==> config.mk <==
export PLATFORM = sky130hd
export DESIGN_NAME = fetch_stage
export DESIGN_NICKNAME = d
export VERILOG_FILES = /design/src/rtl/fetch_stage_pkg.sv /design/src/rtl/fetch_stage_fd_reg.sv /design/src/rtl/fetch_stage.sv
export SDC_FILE = /design/constraint.sdc
export NUM_CORES = 1
export LEC_CHECK = 0
export CAP_MARGIN = 20
export CELL_PAD_IN_SITES_DETAIL_PLACEMENT = 0
export CELL_PAD_IN_SITES_GLOBAL_PLACEMENT = 1
export CORE_ASPECT_RATIO = 0.6
export CORE_UTILIZATION = 35
export CTS_BUF_LIST = sky130_fd_sc_hd__clkbuf_2
export CTS_CLUSTER_DIAMETER = 80
export DETAILED_ROUTE_END_ITERATION = 8
export PLACE_DENSITY = 0.85
export SYNTH_ARGS = -nofsm -noshare
export SYNTH_HDL_FRONTEND = slang
export SYNTH_SLANG_ARGS = --single-unit
==> constraint.sdc <==
create_clock -name clk -period 2.5 [get_ports clk]
set_clock_uncertainty 0.15 [all_clocks]
set_input_delay 0.375 -clock clk [delete_from_list [all_inputs] [get_ports clk]]
set_output_delay 0.375 -clock clk [all_outputs]
set_load 0.1 [all_outputs]
==> src/rtl/fetch_stage_pkg.sv <==
// rtl/fetch_stage_pkg.sv - shared types and defaults for the instruction-fetch stage
package fetch_stage_pkg;

  typedef enum logic [1:0] {
    FS_REQ  = 2'd0,
    FS_WAIT = 2'd1,
    FS_HELD = 2'd2
  } fetch_state_t;

  localparam logic [31:0] DEFAULT_RESET_PC  = 32'h0000_3000;
  localparam logic [31:0] DEFAULT_NOP_INSTR = 32'h0000_0000;

  typedef struct packed {
    logic [31:0] instr;
    logic [31:0] pc;
    logic        valid;
  } fd_t;

endpackage

==> src/rtl/fetch_stage_fd_reg.sv <==
// rtl/fetch_stage_fd_reg.sv - F/D pipeline register with enable and synchronous reset
module fd_reg
  import fetch_stage_pkg::*;
#(
  parameter logic [31:0] NOP_INSTR = DEFAULT_NOP_INSTR
) (
  input  logic clk,
  input  logic reset,
  input  logic en,
  input  fd_t  d,
  output fd_t  q
);

  always_ff @(posedge clk) begin
    if (reset) begin
      q <= '{instr: NOP_INSTR, pc: 32'h0, valid: 1'b0};
    end else if (en) begin
      q <= d;
    end
  end

endmodule

==> src/rtl/fetch_stage.sv <==
// rtl/fetch_stage.sv - MIPS fetch stage: PC_F, single-outstanding IM handshake, F/D register
module fetch_stage
  import fetch_stage_pkg::*;
#(
  parameter logic [31:0] RESET_PC  = DEFAULT_RESET_PC,
  parameter logic [31:0] NOP_INSTR = DEFAULT_NOP_INSTR
) (
  input  logic        clk,
  input  logic        reset,
  input  logic [31:0] npc,
  input  logic        stall_D,
  output logic [31:0] PC_F,
  output logic        im_req,
  output logic [31:0] im_addr,
  input  logic [31:0] im_rdata,
  input  logic        im_rvalid,
  output logic [31:0] instr_D,
  output logic [31:0] PC_D,
  output logic        valid_D,
  output logic        fetch_busy
);

  fetch_state_t state, state_next;
  logic         drop_pending;
  logic [31:0]  hold_buf;
  logic         ready;
  logic         advance;
  fd_t          fd_d;
  fd_t          fd_q;

  assign ready      = (state == FS_WAIT && im_rvalid && !drop_pending) || (state == FS_HELD);
  assign fetch_busy = !ready;
  assign advance    = ready && !stall_D && !reset;

  // A request left in flight by reset must drain before S_REQ may issue again,
  // otherwise two requests would be outstanding and the stale word mistaken for new.
  always_ff @(posedge clk) begin
    if (reset) begin
      state        <= FS_REQ;
      drop_pending <= (state == FS_WAIT || drop_pending) && !im_rvalid;
    end else begin
      state <= state_next;
      if (im_rvalid) drop_pending <= 1'b0;
    end
  end

  always_ff @(posedge clk) begin
    if (reset) begin
      PC_F     <= RESET_PC;
      hold_buf <= 32'h0;
    end else begin
      if (advance) PC_F <= npc;
      if (state == FS_WAIT && im_rvalid && !drop_pending && stall_D) hold_buf <= im_rdata;
    end
  end

  always_comb begin
    state_next = state;
    case (state)
      FS_REQ:  if (!drop_pending) state_next = FS_WAIT;
      FS_WAIT: begin
        if (im_rvalid) begin
          if (drop_pending) state_next = FS_REQ;
          else if (stall_D) state_next = FS_HELD;
        end
      end
      FS_HELD: if (advance) state_next = FS_WAIT;
      default: state_next = FS_REQ;
    endcase
  end

  always_comb begin
    im_req  = 1'b0;
    im_addr = PC_F;
    case (state)
      FS_REQ:  im_req = !drop_pending && !reset;
      FS_WAIT, FS_HELD: begin
        if (advance) begin
          im_req  = 1'b1;
          im_addr = npc;
        end
      end
      default: im_req = 1'b0;
    endcase
  end

  assign fd_d = '{instr: (state == FS_HELD) ? hold_buf : im_rdata, pc: PC_F, valid: 1'b1};

  fd_reg #(.NOP_INSTR(NOP_INSTR)) u_fd_reg (
    .clk   (clk),
    .reset (reset),
    .en    (advance),
    .d     (fd_d),
    .q     (fd_q)
  );

  assign instr_D = fd_q.instr;
  assign PC_D    = fd_q.pc;
  assign valid_D = fd_q.valid;

endmodule

==> impl_metrics.tcl <==
set metrics [dict create \
    rsz0062_at_grt "true" \
    syn2layout_area_growth_pct 53.4 \
    vias 5393 \
    htree_levels 4 \
    ys_types 35 \
    cts_buffer_depth 2 \
    ios 199 \
    drc 0 \
    r2r_slack_ns 0.13 \
    p_per_area_nw_per_um2 737 \
    timing.rr.end "PC_F[17]" \
    gr-usage-all-layers 0.205 \
    max_slew_margin 0.379 \
    fmax_mhz 346 \
    synthesis.instances 674 \
    cp_max_fo 5 \
    critPathKind "reg2out" \
    final_nets 912 \
    crit_required_ns 1.98 \
    antenna_left 0 \
    core_area_um2 16600 \
    holdPathStages 3 \
    fp.dieW_um 172 \
    grt_pass1_wl_mm 28.8 \
    outcome "complete, but fails checks" \
    drtIter0Drc 264 \
    post-route-min-period_ns 2.89 \
    slew_violations 0 \
    syn-cell-area_um2 6090 \
    place_hpwl_mm 12.4 \
    setup_violations 33 \
    drt_wl_total_mm 18.4 \
    antennaDiodeCount 0 \
    cp-end-kind "output port" \
    worst_r2r_startpoint "state[0]" \
    drive_gt1_frac 0.331 \
    fin_setup_tns_ns -11.76 \
    multiInputGateArea_um2 3440 \
    grt_max_degree 69 \
    synth-seq-cells 132 \
    min_from "im_rdata[13]" \
    holdPathEnd "hold_buf[13]" \
    dieArea_um2 17900 \
    port_buffers 198 \
    grt_pass1_vias 5298 \
    row_count 36 \
    n_fill_cell 1402 \
    avgViaCountPerCell 4.99 \
    gp_congestion 0.760 \
    hold_ws_ns 0.142 \
    die_h_um 104 \
    cts_inserted_buffers 17 \
    fin_crit_sh 1.15 \
    hold_viol 0 \
    cap_violations 0 \
    hold_path.class "in2reg" \
    drt_pass1_iterations 5 \
    async_reset_ff_frac 0 \
    cts_sinks 132 \
    synth-edff-count 1 \
    regArea_um2 2660 \
    synth_warnings 0 \
    critPathArrivalTime_ns 2.36 \
    clock-root-buffer "clkbuf_2" \
    ir_drop_uv 406 \
    syn_nets 746 \
    finalWorstSetupSlack_ns -0.387 \
    cts_tree "done" \
    synth_top_flop_cell "dfxtp_1" \
    clk_pin_slew_worst_paths_ns 0.19 \
    antenna_found_initial 0 \
    reg2regPathDepth 7 \
    violations "setup timing" \
    clock_latency_ns 0.66 \
    tightest_slew_ns 0.931 \
    start_kind "flip-flop" \
    synth_area_per_cell_um2 9.03 \
    routedWlPerCell_um 17.0 \
    p_leak_uw 0.00367 \
    grt_overflow_total 0 \
    yosysSeqAreaShare 0.436 \
    initial_core_util 0.366 \
]
-- layer usage --
layer	wire (µm)	global-route usage	up-vias
li1	-	-	2614
met4	153	0.0449	0
met3	1290	0.0582	15
met2	8340	0.323	191
met5	0	0	-
met1	8620	0.276	2573
-- how the worst max path moves through the flow --
stage,start,end,cells after the start
4_1_cts,state[1],im_addr[17],9
3_5_place_dp,im_rvalid,im_addr[28],7
3_3_place_gp,im_rvalid,im_addr[9],6
6_report,state[1],im_addr[30],9
2_1_floorplan,state[0],fetch_busy,5
5_1_grt,state[1],im_addr[30],9
-- stage by stage --
| step | std cells | area [µm²] | setup WS (ns) | utilization | power, µW |
|---|---|---|---|---|---|
| 2_1_floorplan | 674 | 6590 | -0.286 | - | 4570 |
| 3_3_place_gp | 1039 | 8750 | 0.0184 | 0.526 | 5290 |
| 3_5_place_dp | 1039 | 8750 | -0.00902 | 0.526 | 5350 |
| 4_1_cts | 1081 | 9330 | -0.503 | 0.561 | 6950 |
| 5_1_grt | 1080 | 9340 | -0.563 | 0.562 | 7170 |
| 6_report | 1080 | 9340 | -0.387 | 0.562 | 6880 |
-- cell type report --
type	count	area share
multi-input cells	418	0.368
clock buffers	18	0.00965
inverters	36	0.0147
well taps	228	0.0305
repair buffers	235	0.273
clock inverters	13	0.0197
flip-flops and latches	132	0.285
-- critical path, stage by stage (launching register included) --
cell	delay, ns
dfxtp_2	0.38
inv_2	0.06
ha_4	0.16
and3b_2	0.23
buf_6	0.13
o21ai_4	0.25
buf_12	0.16
buf_12	0.13
o2bb2ai_2	0.07
buf_12	0.17
-- logic make-up (layout without fill, tap and decap cells) --
| logic type | Yosys count | in the layout | synth area share |
|---|---|---|---|
| compound gates | 139 | 139 | 0.164 |
| fa+ha+maj | 4 | 4 | 0.00822 |
| buf+inv | 124 | 302 | 0.106 |
| flops | 132 | 132 | 0.436 |
| mux | 99 | 99 | 0.170 |
| simple gates | 176 | 176 | 0.115 |
-- Yosys cell counts (4+ instances only) --
| library cell | number | area, µm² |
|---|---|---|
| a21oi_1 | 33 | 165 |
| buf_1 | 4 | 15.0 |
| buf_2 | 11 | 55.1 |
| buf_4 | 39 | 293 |
| o2bb2ai_1 | 30 | 263 |
| mux2i_1 | 64 | 641 |
| nand2_1 | 159 | 597 |
| inv_1 | 34 | 128 |
| a211oi_1 | 65 | 488 |
| ha_1 | 4 | 50.1 |
| nor2_1 | 8 | 30.0 |
| clkbuf_1 | 31 | 116 |
| dfxtp_1 | 131 | 2620 |
| mux2_2 | 35 | 394 |
-- flip-flops by register name, summed over array words and instances, names as in the netlist --
name and cells:
PC_F 32, drop_pending 1, state 2, u_fd_reg.q 65, hold_buf 32
-- cell usage in the layout, fill, tap and decap left out, drive strengths merged --
master,count
bufinv,4
clkbuf,18
nand4b,1
nor3,2
a221oi,1
edfxtp,1
o2bb2ai,30
inv,37
mux2i,64
mux2,35
clkinv,6
o21ai,3
nand2b,1
nor2,8
a21o,1
dfxtp,131
a21boi,1
a22o,1
o21a,2
a211oi,65
and4b,1
clkdlybuf4s50,65
a21oi,34
ha,4
or2,1
dlygate4sd3,1
nand3b,1
buf,169
and3b,1
nor2b,1
nand2,159
o211ai,1
clkinvlp,2
-- what timing repair did --
| item | CTS | global route |
|---|---|---|
| setup buffers | 7 | 0 |
| pin swaps | 4 | 3 |
| resized for setup | 30 | 3 |
| hold endpoints to repair | 2 | 0 |
| endpoints found under the setup margin | 34 | 34 |
| cloned | 4 | 0 |
| hold buffers | 1 | 0 |
-- where the power goes --
part | switching, µW | internal, µW | total, µW | leakage [µW]
Clock | 791 | 656 | 1450 | 0.000158
Combinational | 2030 | 986 | 3020 | 0.00244
Sequential | 138 | 2280 | 2420 | 0.00107
(Power assumes the default switching activity.)
